File: config.mk
export PLATFORM = sky130hd
export DESIGN_NAME = dot_result_unpack
export DESIGN_NICKNAME = d
export VERILOG_FILES = /design/src/rtl/dot_result_unpack.sv
export SDC_FILE = /design/constraint.sdc
export NUM_CORES = 1
export LEC_CHECK = 0
export ABC_AREA = 1
export CAP_MARGIN = 20
export CORE_MARGIN = 2
export CORE_UTILIZATION = 45
export CTS_CLUSTER_SIZE = 14
export DETAILED_ROUTE_END_ITERATION = 6
export PLACE_DENSITY = 0.78
export SETUP_SLACK_MARGIN = 0.5
export SLEW_MARGIN = 20
export SYNTH_ARGS = -nofsm -noshare
export SYNTH_HDL_FRONTEND = slang
export SYNTH_SLANG_ARGS = --single-unit
File: constraint.sdc
create_clock -name clk -period 4.45 [get_ports clk]
set_input_delay 0.445 -clock clk [delete_from_list [all_inputs] [get_ports clk]]
set_output_delay 0.445 -clock clk [all_outputs]
set_load 0.01 [all_outputs]
File: src/rtl/dot_result_unpack.sv
// Receive-side unpacker for the packed dot-product result word: validates the flag bits,
// extracts the 32-bit sum and buffers good sums in a small FIFO popped over valid/ready.
module dot_result_unpack #(
  parameter int DEPTH = 4,
  parameter int ERR_W = 8,
  parameter int CNT_W = 16
) (
  input  logic             clk,
  input  logic             rst,
  input  logic             in_valid,
  output logic             in_ready,
  input  logic [52:0]      in_word,
  output logic             out_valid,
  input  logic             out_ready,
  output logic [31:0]      out_sum,
  input  logic             err_clr,
  output logic [ERR_W-1:0] err_cnt,
  output logic             err_sticky,
  output logic [CNT_W-1:0] word_cnt
);

  localparam int PW = $clog2(DEPTH);
  localparam logic [PW:0] FULL = (PW+1)'(DEPTH);

  logic [31:0]   mem [DEPTH];
  logic [PW-1:0] wr_ptr;
  logic [PW-1:0] rd_ptr;
  logic [PW:0]   count;

  logic        flags_ok;
  logic [31:0] sum;
  logic        accept;
  logic        push;
  logic        bad;
  logic        pop;

  assign flags_ok  = (&in_word[52:33]) & in_word[0];
  assign sum       = in_word[32:1];
  assign in_ready  = (count != FULL);
  assign out_valid = (count != '0);
  assign accept    = in_valid & in_ready;
  assign push      = accept & flags_ok;
  assign bad       = accept & ~flags_ok;
  assign pop       = out_valid & out_ready;
  assign out_sum   = out_valid ? mem[rd_ptr] : 32'h0;

  // Storage is not reset; validity is tracked entirely by count and the pointers.
  always_ff @(posedge clk) begin
    if (push) begin
      mem[wr_ptr] <= sum;
    end
  end

  always_ff @(posedge clk or posedge rst) begin
    if (rst) begin
      wr_ptr   <= '0;
      rd_ptr   <= '0;
      count    <= '0;
      word_cnt <= '0;
    end else begin
      if (push) begin
        wr_ptr   <= wr_ptr + 1'b1;
        word_cnt <= word_cnt + 1'b1;
      end
      if (pop) begin
        rd_ptr <= rd_ptr + 1'b1;
      end
      case ({push, pop})
        2'b10:   count <= count + 1'b1;
        2'b01:   count <= count - 1'b1;
        default: count <= count;
      endcase
    end
  end

  // A clear in the same cycle as a bad word takes priority, so that word goes uncounted.
  always_ff @(posedge clk or posedge rst) begin
    if (rst) begin
      err_cnt    <= '0;
      err_sticky <= 1'b0;
    end else if (err_clr) begin
      err_cnt    <= '0;
      err_sticky <= 1'b0;
    end else if (bad) begin
      err_sticky <= 1'b1;
      if (err_cnt != '1) begin
        err_cnt <= err_cnt + 1'b1;
      end
    end
  end

endmodule
# Word level (Yosys, flattened, before mapping)
# Memory sizes are Yosys's and may differ from the RTL's.
# Index checks and enable logic that the tools add are counted.
[classes]
bitwise_logic = 6
muxes = 9
multipliers = 0
shifts = 0
n_eq_ne = 4
n_lt_le_gt_ge = 0
reduce_logical = 6
div_mod_pow = 0
n_addsub = 6
[op_table]
columns = ["operator", "count"]
rows = [
  ["$mux 32", 1],
  ["$mux 8", 3],
  ["$reduce_and 20->1", 1],
  ["$add 16x1->16 const B", 1],
  ["$add 8x1->8 const B", 1],
  ["$ne 8x8->1 const B", 1],
  ["$pmux 3 s2", 1],
  ["$reduce_bool 2->1", 3],
  ["$and 1x1->1", 5],
  ["$add 2x1->2 const B", 2],
  ["$mux 1", 4],
  ["$add 3x1->3 const B", 1],
  ["$ne 3x3->1 const B", 1],
  ["$reduce_bool 3->1", 1],
  ["$sub 3x1->3 const B", 1],
  ["$eq 2x1->1 const B", 1],
  ["$eq 2x2->1 const B", 1],
  ["$reduce_and 2->1", 1],
  ["$not 1->1", 1],
]
[totals]
ram_bits = 128
memories = 1
latchBits = 0
romBits = 0
output_inout_bits = 59
regBits = 32
inputBits = 58
word_cells = 38
[memory_table]
columns = ["name", "depth", "word_bits", "rd", "rd_ports_with_merged_regs", "wr", "line_no", "text"]
rows = [
  ["mem", 4, 32, 1, 0, 1, "25", "logic [31:0] mem [DEPTH];"],
]

# Depth between registers and ports, before layout
# Gate-level depths: netlist (run 1).
[depth]
word_depth = 6
ltp_mapped = 12
ltp_nobuf = 11

# Worst setup path after synthesis (run 1)
# OpenSTA, ideal clock, no wires.
[synth_timing]
path_type = "input -> register"
start = "input port in_word[49]"
end = "memory mem[0][0] (enable)"
path_slack_ns = 1.549
n_path_buf = 1
cell_stages = 7
required_ns = 4.029
arrival_ns = 2.480
setup_time_ns = 0.421
cell_sequence = "nand2_1 nor2_1 nand2_1 nor2_2 nand3_4 buf_2 nor2_1"
[synth_via]
elab_chain_len = 5
[synth_rtl]
columns = ["item", "line_no", "text"]
rows = [
  ["from (decl)", "12", "input logic [52:0] in_word,"],
  ["$reduce_and 20->1", "37", "assign flags_ok = (&in_word[52:33]) & in_word[0];"],
  ["$and 1x1->1", "37", ""],
  ["$and 1x1->1", "42", "assign push = accept & flags_ok;"],
  ["$mux 1", "49", "if (push) begin"],
  ["$mux 1 (implied by the code)", "50", "mem[wr_ptr] <= sum;"],
  ["to (decl)", "25", ""],
]
# Every way passes these cells.

# Final worst setup path (run 1)
[layout_timing]
start = "register rd_ptr[1]"
end = "output port out_sum[17]"
[layout_via]
elab_chain_len = 2
[layout_rtl]
columns = ["item", "line_no", "text"]
rows = [
  ["from (decl)", "27", "logic [PW-1:0] rd_ptr;"],
  ["from (signal assigned)", "66", "rd_ptr <= rd_ptr + 1'b1;"],
  ["$mem_v2 4x32", "-", ""],
  ["$mux 32", "45", "assign out_sum = out_valid ? mem[rd_ptr] : 32'h0;"],
  ["to (decl)", "15", "output logic [31:0] out_sum,"],
]
# Every way passes these cells.

==> results.toml, run 1 <==
[yosys]
synth-seq-cells = 160
async_flop_share_pct = 20.0
synth.top_cell.area_share_pct = 55.8
synth_nets = 703
netlist-cell-type-count = 30
number_of_flops_mapped_to_enable_cells_by_yosys = 128
synth_simple_gate_area_share_pct = 17.0
postSynthCellCount = 637
yosysSeqAreaShare_pct = 67.5
yosysWarnings = 0
synth_compound_area_share_pct = 8.14
synth.area.mux_share_pct = 0
synth_top_family_by_area = "simple AND/OR/NAND/NOR gates"
synth_area_in_xor_xnor_pct = 1.91
netlist_top_cells_area = "edfxtp_1 (56%), dfrtp_1 (12%), nor2_1 (8.8%)"
syn_area_um2 = 6880
adder_and_majority_gate_portion_of_the_synthesized_area_pct = 1.56
synthDominantAreaCellType = "edfxtp_1"
ys.flop_type = "edfxtp_1"
avgSynthCellArea_um2 = 10.8

[sta]
measured_slew_at_the_worst_slew_check_pin_ns = 1.01
fmax_mhz = 293
min_period_ns = 3.41
final.setup.tns_ns = 0
rsz_0062_raised_after_global_routing = "no"
post-route-period-util_pct = 76.7
max_slew_margin_pct = 32.3
slew_violations = 0
timing_hold_violations_final = 0
hold_ws_ns = 0.513
setup_violations = 0
skew_ns = 0.00674

[grt]
initial_antenna_violation_count = 1
groute.usage.overall_pct = 18.6
grt_remaining_overflow = 0
global_route_wire_length_before_repair_um = 23300
largest_net_degree_at_the_start_of_global_routing = 67
grt_pass1_vias = 4826

[cts]
clk-insertion-delay-late_ns = 0.42
root_buffer = "clkbuf_16"
clock_tree.htree_level_count = 4
clk_pin_slew_worst_paths_ns = 0.06
cts.path.max_buffers = 2
cts-buffers-inserted = 17
cts_num_sinks = 160
cts_tree = "yes"
cts_post_setup_buffers_inserted = 0

[critical_path]
critPathKind = "reg2out"
timing.reg2reg.setup_slack_ns = 2.16
worstReg2RegEnd = "mem[0][23]"
cp.arrival_ns = 2.97
cp.required_ns = 4.01
cp-start-kind = "register"
critPathMaxFanout = 34
critPathCaptureType = "output pin"
worstReg2RegStart = "count[0]"
worst-r2r-cell-count = 6

[power]
share_seq_of_total_power_pct = 36.6
pwr-share-comb_pct = 33.6
power_switching_share_pct = 31.4
power_report.internal_total_uw = 3270
clock_power_share_pct = 29.8
pwr_density_cell_nw_per_um2 = 542
power.ir.vdd_worst_mv = 0.401
fin_total_pwr_uw = 4770
power.static_leakage_uw = 0.00322
power.switching_uw = 1500

[placed_design]
routability_driven_placement_congestion_ratio = 0.857
port-buffer-count = 116
detailedPlacementHpwl_um = 8960
place.detailed.instances = 917

[finish]
area_growth_pct = 27.8
mostFrequentLayoutCells = "nor2_1 (157), edfxtp_1 (128), clkdlybuf4s50_1 (116), nand2_1 (78), o21ai_0 (62)"
layout-drive-gt1-share_pct = 6.70
most_frequent_standard_cell_in_the_layout_excluding_fill_and_tap_cells = "nor2_1"
fin_cells = 950
number_of_fill_cells_in_the_layout = 1203
fin_nets = 815

[job]
maxCapViolCount = 0

[drt]
route.vias.total = 4887
routed_wirelength_um = 14400
viasPerCell = 5.14
drt-pass1-iter-count = 5
drcViolationCount = 0
antenna_violating_nets_post_route = 0
routed_length_per_placed_instance_um = 15.2
drt_iter0_drc = 401

[die]
starting_density_of_the_core_pct = 45.6
die_x_um = 128
design.portCount = 117
die_y_um = 128
die_area_um2 = 16300
design.core.area_um2 = 15100
num_rows = 45

[worst_hold_path]
holdCritStartpoint = "err_sticky"
hold_path.class = "reg2reg"
worst_hold_path.endpoint = "err_sticky"
hold_path_depth = 2

[status]
run_status = "completed"
[repair_timing]
| item | CTS | global route |
|---|---|---|
| setup endpoints to repair | 32 | 0 |
| hold buffers | 0 | 0 |
| hold endpoints to repair | 0 | 0 |
| gates resized for setup | 3 | 0 |
[power by group through the flow]
stage | registers (uW) | clock network (uW) | logic [uW]
3_5_place_dp | 1770 | 0 | 1600
6_report | 1750 | 1420 | 1600
5_1_grt | 1760 | 1500 | 1760
2_1_floorplan | 1710 | 0 | 913
4_1_cts | 1740 | 1440 | 1610
3_3_place_gp | 1770 | 0 | 1580
[sequential cells by signal (all words and copies together), names as in the netlist]
register and cells:
err_sticky 1, word_cnt 16, count 3, wr_ptr 2
err_cnt 8, mem 128, rd_ptr 2
[cell families (layout without fill, tap and decap cells)]
group / after synthesis / in the layout
compound gates: 112 / 112
simple gates: 280 / 280
other cells: 0 / 1
fa+ha+maj: 8 / 8
xor+xnor: 15 / 15
buf+inv: 62 / 186
flops: 160 / 160
[area by class of cell]
| class | instances | area (um2) | area share, % |
|---|---|---|---|
| Timing Repair inverter | 1 | 7.51 | 0.0853 |
| Tap cell | 188 | 235 | 2.67 |
| Multi-Input combinational cell | 415 | 2010 | 22.8 |
| Clock inverter | 12 | 144 | 1.64 |
| Clock buffer | 19 | 433 | 4.92 |
| Inverter | 35 | 138 | 1.56 |
| Timing Repair Buffer | 119 | 1180 | 13.5 |
| Sequential cell | 160 | 4650 | 52.8 |
| Antenna cell | 1 | 2.50 | 0.0284 |
[per-layer routing]
layer,wire (um),global-route usage [%],part of all wire (%)
met5,0,0,0
met4,331,8.02,2.3
met3,963,6.18,6.7
met2,7120,30.7,49
met1,6020,22.4,42
[worst max-delay path: stages, from the launching register on]
cell and delay (ns):
dfrtp_2 0.84, clkinvlp_4 0.58, nor2_1 0.21, o21ai_0 0.10, a21oi_1 0.24, clkdlybuf4s50_1 0.58
[synth_stat cells, types with 2 or more instances]
cell type  number
a21oi_1        34
buf_2          12
buf_6           2
clkbuf_1       12
dfrtp_1        32
edfxtp_1      128
ha_1            7
inv_1          29
inv_2           4
nand2_1        78
nand3_1        19
nand3_2         2
nand4_1         6
nor2_1        161
nor3_1          5
nor3_2          3
o21ai_0        62
o21ai_1        16
xnor2_1         5
xor2_1         10
[per-stage QoR]
stage | util (%) | area (um2) | setup WS [ns]
after floorplan | - | 6880 | 1.55
after CTS | 58.3 | 8790 | 1.03
after global routing | 58.3 | 8790 | 0.828
final | 58.3 | 8800 | 1.04
after global placement | 54.4 | 8210 | 0.875
after detailed placement | 54.4 | 8210 | 0.837
[how the worst max path moves through the flow]
| stage | startpoint | to | slack, ns |
|---|---|---|---|
| finish | rd_ptr[1] | out_sum[17] | 1.04 |
| global route | rd_ptr[1] | out_sum[17] | 0.83 |
| CTS | rd_ptr[1] | out_sum[17] | 1.03 |
| detailed placement | rd_ptr[1] | out_sum[17] | 0.84 |
| global placement | rd_ptr[1] | out_sum[21] | 0.88 |
| floorplan | in_word[49] | mem[0][0] | 1.55 |
No activity file was read; power rests on OpenSTA's default activity.
==> run 2, diff against run 1 <==
==> constraint.sdc (replaced) <==
create_clock -name clk -period 3.3 [get_ports clk]
set_input_delay 0.33 -clock clk [delete_from_list [all_inputs] [get_ports clk]]
set_output_delay 0.33 -clock clk [all_outputs]
set_load 0.01 [all_outputs]
==> run 2 against run 1 <==
Compared with the run above: clock power increased by 30%; largest power group is now combinational cells; critical path depth increased by 1; sequential share of layout area decreased by 0.55 points; highest routed layer is now met5; first-iteration DRC count decreased by 15%; wire length increased by 1.1%; critical endpoint unchanged; largest cell class unchanged; power increased by 36%; clock skew about the same; register-to-register slack got worse by 1.1 ns; setup slack got worse by 0.40 ns; sequential power increased by 31%; hold slack got worse by 0.20 ns; clock-buffer cell count increased by 1.
==> results.toml, run 2 (synthesis gave the netlist of run 1 again) <==
[critical_path]
timing.reg2reg.setup_slack_ns = 1.10
critPathKind = "reg2out"
cp.required_ns = 2.97
critPathCaptureType = "output pin"
cp.arrival_ns = 2.33
critPathMaxFanout = 66
cp-start-kind = "register"

[finish]
area_growth_pct = 29.1
antenna-diode-count = 0
max_flop_register = "mem"
layout_top_registers = "mem: 128 flops, word_cnt: 16 flops, err_cnt: 8 flops"
layout-drive-gt1-share_pct = 7.77
stdcell_area_um2 = 8890
largest_reg_flops = 128
most_frequent_standard_cell_in_the_layout_excluding_fill_and_tap_cells = "nor2_1"
mostFrequentLayoutCells = "nor2_1 (157), edfxtp_1 (128), clkdlybuf4s50_1 (116), nand2_1 (78), o21ai_0 (62)"
number_of_fill_cells_in_the_layout = 1206
fin_nets = 825

[sta]
max_slew_margin_pct = 67.6
final.setup.tns_ns = 0
measured_slew_at_the_worst_slew_check_pin_ns = 0.486
min_period_ns = 2.66
post-route-period-util_pct = 80.7
skew_ns = 0.00668
fmax_mhz = 375
rsz_0062_raised_after_global_routing = "no"
hold_ws_ns = 0.311
slew_violations = 0
finalWorstSetupSlack_ns = 0.636
timing_hold_violations_final = 0
setup_violations = 0

[cts]
ctsHoldBuffers = 0
cts.path.max_buffers = 2
clock_tree.htree_level_count = 4
cts_tree = "yes"
cts-buffers-inserted = 17
clk-insertion-delay-late_ns = 0.41
root_buffer = "clkbuf_16"
cts_num_sinks = 160
clk_pin_slew_worst_paths_ns = 0.06

[grt]
grt_pass1_vias = 4844
grt_remaining_overflow = 0
global_route_wire_length_before_repair_um = 23800
initial_antenna_violation_count = 1
largest_net_degree_at_the_start_of_global_routing = 67
groute.usage.overall_pct = 18.8

[die]
num_rows = 45
die_area_um2 = 16300
starting_density_of_the_core_pct = 45.6
die_x_um = 128
design.portCount = 117
die_y_um = 128
design.core.area_um2 = 15100

[placed_design]
detailedPlacementHpwl_um = 9290
routability_driven_placement_congestion_ratio = 0.829
placed_area_um2 = 8300
port-buffer-count = 116
placement.setup.worst_slack_ns = 0.799

[status]
run_status = "completed"

[drt]
drcViolationCount = 0
viasPerCell = 5.15
drt-pass1-iter-count = 5
antenna_violating_nets_post_route = 0
routed_length_per_placed_instance_um = 15.2
routed_wirelength_um = 14600
route.vias.total = 4947
drt_iter0_drc = 340

[job]
maxCapViolCount = 0

[power]
pwr_density_cell_nw_per_um2 = 727
power.static_leakage_uw = 0.00328
fin_total_pwr_uw = 6460
power.ir.vdd_worst_mv = 0.492

[worst_hold_path]
hold_path.class = "in2async"
==> run 2: power breakdown <==
part / switching (uW) / internal, uW
logic: 1240 / 1090
registers: 61.8 / 2230
clock network: 742 / 1100
total: 2050 / 4420
==> run 2: through the flow <==
step | utilization, % | std cells
final | 58.9 | 960
after global routing | 58.9 | 960
after CTS | 58.8 | 960
after detailed placement | 55.0 | 926
after global placement | 55.0 | 926
after floorplan | - | 637
==> run 2: per-layer routing <==
layer	up-vias	global-route usage [%]	share of wire (%)
li1	2407	-	-
met1	2343	23.6	42
met2	169	31.8	50
met3	26	4.63	6.2
met4	2	6.98	1.7
met5	-	0	0.089
==> run 2: area by class of cell <==
class / count / area (um2) / share of cell area [%]
clock inverters: 12 / 119 / 1.34
inverters: 35 / 140 / 1.58
repair buffers: 130 / 1300 / 14.7
clock buffers: 20 / 437 / 4.91
multi-input cells: 415 / 2010 / 22.6
well taps: 188 / 235 / 2.65
flip-flops and latches: 160 / 4650 / 52.3
==> run 2: path summary, 6_finish.rpt <==
path / from / depth (start not counted) / endpoint
min reg2reg: err_sticky / 2 / err_sticky
max: rd_ptr[0] / 6 / out_sum[17]
max in group asynchronous: rst / 3 / rd_ptr[0]
min: rst / 3 / err_cnt[0]
min in group clk: err_sticky / 2 / err_sticky
max reg2reg: count[1] / 9 / count[2]
==> run 2: repair_timing <==
item	CTS	global route
setup buffers	2	0
endpoints found under the setup margin	7	8
pin swaps	0	0
resized for setup	2	5
==> run 2: worst max-delay path, stage by stage, from the launching register on <==
cell	delay [ns]
dfrtp_2	0.41
buf_12	0.30
nor2_1	0.08
nor2_1	0.13
o21ai_0	0.13
a21oi_1	0.26
clkdlybuf4s50_1	0.59
==> run 3, diff against run 2 <==
--- a/config.mk
+++ b/config.mk
@@ -11,7 +11,7 @@
 export CORE_UTILIZATION = 45
 export CTS_CLUSTER_SIZE = 14
 export DETAILED_ROUTE_END_ITERATION = 6
-export PLACE_DENSITY = 0.78
+export PLACE_DENSITY = 0.81
 export SETUP_SLACK_MARGIN = 0.5
 export SLEW_MARGIN = 20
 export SYNTH_ARGS = -nofsm -noshare
==> constraint.sdc (replaced) <==
create_clock -name clk -period 2.3 [get_ports clk]
set_input_delay 0.23 -clock clk [delete_from_list [all_inputs] [get_ports clk]]
set_output_delay 0.23 -clock clk [all_outputs]
set_load 0.01 [all_outputs]
==> run 3 against run 2 <==
Compared with the run above: sequential cell count stayed put; critical path depth is 2 higher; die area stayed put; first-iteration DRC count is 5.3% higher; sequential power grew 44%; via count rose by 8.3%; non-clock buffer count grew 57; sequential share of layout area is 5.8 points lower; final area up 12%; clock-buffer cell count rose by 4; critical path type unchanged.
==> results.toml, run 3 (synthesis gave the netlist of run 1 again) <==
[critical_path]
critPathMaxFanout = 5
cp.required_ns = 2.07
critical-path-max-stage-delay_ns = 0.44
cp-start-kind = "register"
critPathSlowestCell = "dfrtp_2"
worstPathCellList = "buf_6 > buf_12 > buf_16 > nor2_2 > nor2_2 > o21ai_2 > a21oi_2 > buf_2"
cp.arrival_ns = 1.84
worstReg2RegStart = "count[1]"
cell_mode_on_critical_path = "nor2_2"
critPathKind = "reg2out"
crit_family = "buffers and inverters"
timing.reg2reg.setup_slack_ns = 0.45
critPathCaptureType = "output pin"
worstReg2RegEnd = "count[2]"
worst-r2r-cell-count = 11
worst-path-buf-inv = 4

[finish]
layout_top_registers = "mem: 128 flops, word_cnt: 16 flops, err_cnt: 8 flops"
max_flop_register = "mem"
most_frequent_standard_cell_in_the_layout_excluding_fill_and_tap_cells = "edfxtp_1"
fin_nets = 882
area_growth_pct = 45.1
fin_cells = 1016
number_of_fill_cells_in_the_layout = 1086
final-seq-area_um2 = 4650
layout-drive-gt1-share_pct = 26.3
multi_input_area_um2 = 2320
mostFrequentLayoutCells = "edfxtp_1 (128), nor2_1 (118), clkdlybuf4s50_1 (82), nand2_1 (77), o21ai_1 (50)"
largest_reg_flops = 128
antenna-diode-count = 0

[sta]
fmax_mhz = 483
measured_slew_at_the_worst_slew_check_pin_ns = 0.432
final.setup.tns_ns = 0
hold_ws_ns = 0.198
skew_ns = 0.0125
post-route-period-util_pct = 90.1
rsz_0062_raised_after_global_routing = "yes"
slew_violations = 0
min_period_ns = 2.07
timing_hold_violations_final = 0
max_slew_margin_pct = 71.2
setup_violations = 0

[die]
die_area_um2 = 16300
die_x_um = 128
num_rows = 45
die_y_um = 128
design.core.area_um2 = 15100
design.portCount = 117
starting_density_of_the_core_pct = 45.6

[power]
power.static_leakage_uw = 0.00381
power_switching_share_pct = 33.2
share_seq_of_total_power_pct = 29.5
pwr_density_cell_nw_per_um2 = 1120
power_report.internal_total_uw = 7450
pwr-share-comb_pct = 44.8
power.switching_uw = 3700
clock_power_share_pct = 25.7
power.ir.vdd_worst_mv = 0.701

[cts]
root_buffer = "clkbuf_16"
clock_tree.htree_level_count = 4
clk-insertion-delay-late_ns = 0.43
cts.path.max_buffers = 2
cts_num_sinks = 160
cts_tree = "yes"
cts-buffers-inserted = 17
clk_pin_slew_worst_paths_ns = 0.06

[placed_design]
detailedPlacementHpwl_um = 9470
port-buffer-count = 116
routability_driven_placement_congestion_ratio = 0.793
place.detailed.instances = 934

[drt]
routed_wirelength_um = 17700
routed_length_per_placed_instance_um = 17.4
drt_iter0_drc = 358
drt-pass1-iter-count = 5
antenna_violating_nets_post_route = 0
viasPerCell = 5.27
route.vias.total = 5356
drcViolationCount = 0

[worst_hold_path]
hold_path.class = "in2async"

[job]
maxCapViolCount = 0

[status]
run_status = "completed"

[grt]
global_route_wire_length_before_repair_um = 26500
grt_remaining_overflow = 0
initial_antenna_violation_count = 0
grt_pass1_vias = 5243
largest_net_degree_at_the_start_of_global_routing = 33
groute.usage.overall_pct = 21.3
## run 3: what timing repair did
action                     in CTS  in global routing
setup endpoints to repair      64                127
gates cloned                    8                  6
buffers inserted               27                 10
gates resized for setup       209                 94
hold buffers                    0                  0
pin swaps                      28                 49
## run 3: how the worst max path moves through the flow
stage	slack (ns)	depth (start not counted)	startpoint	end
2_1_floorplan	0.33	12	count[0]	count[2]
3_3_place_gp	0.08	10	in_word[49]	count[1]
3_5_place_dp	0.01	10	in_word[39]	count[1]
4_1_cts	0.28	6	rd_ptr[1]	out_sum[6]
5_1_grt	0.15	8	rd_ptr[0]	out_sum[18]
6_report	0.23	8	rd_ptr[0]	out_sum[22]
## run 3: power groups by stage
| stage | Sequential, uW | Clock [uW] | Combinational (uW) |
|---|---|---|---|
| global route | 3290 | 3020 | 5350 |
| CTS | 3280 | 2880 | 4190 |
| detailed placement | 3350 | 0 | 3420 |
| global placement | 3350 | 0 | 3340 |
| floorplan | 3310 | 0 | 1780 |
| finish | 3290 | 2870 | 4990 |
## run 3: area by class of cell
class | instances | area share [%]
sequential | 160 | 46.5
multi-input combinational | 415 | 23.3
timing repair buffer | 187 | 20.3
clock buffer | 24 | 4.92
tap | 188 | 2.35
inverter | 35 | 1.55
clock inverter | 7 | 1.09
## run 3: worst min-delay path: cells and delay by family
family / cells / cell delay [ns]
buf+inv: 3 / 0.82
## run 3: per-layer routing
layer  global-route usage (%)  part of all wire (%)  up-vias
li1                         -                     -     2540
met1                     26.1                    39     2560
met2                     35.7                    51      216
met3                     6.22                   7.3       40
met4                     8.60                   2.3        0
met5                        0                     0        -
## run 3: metrics by stage
step / instance area, um2 / total power, uW / worst slack, ns / util (%)
global placement: 8440 / 6700 / 0.0798 / 55.9
CTS: 9530 / 10400 / 0.285 / 63.1
floorplan: 6940 / 5100 / 0.326 / -
global route: 9990 / 11700 / 0.155 / 66.2
detailed placement: 8440 / 6770 / 0.0109 / 55.9
finish: 9990 / 11100 / 0.229 / 66.2
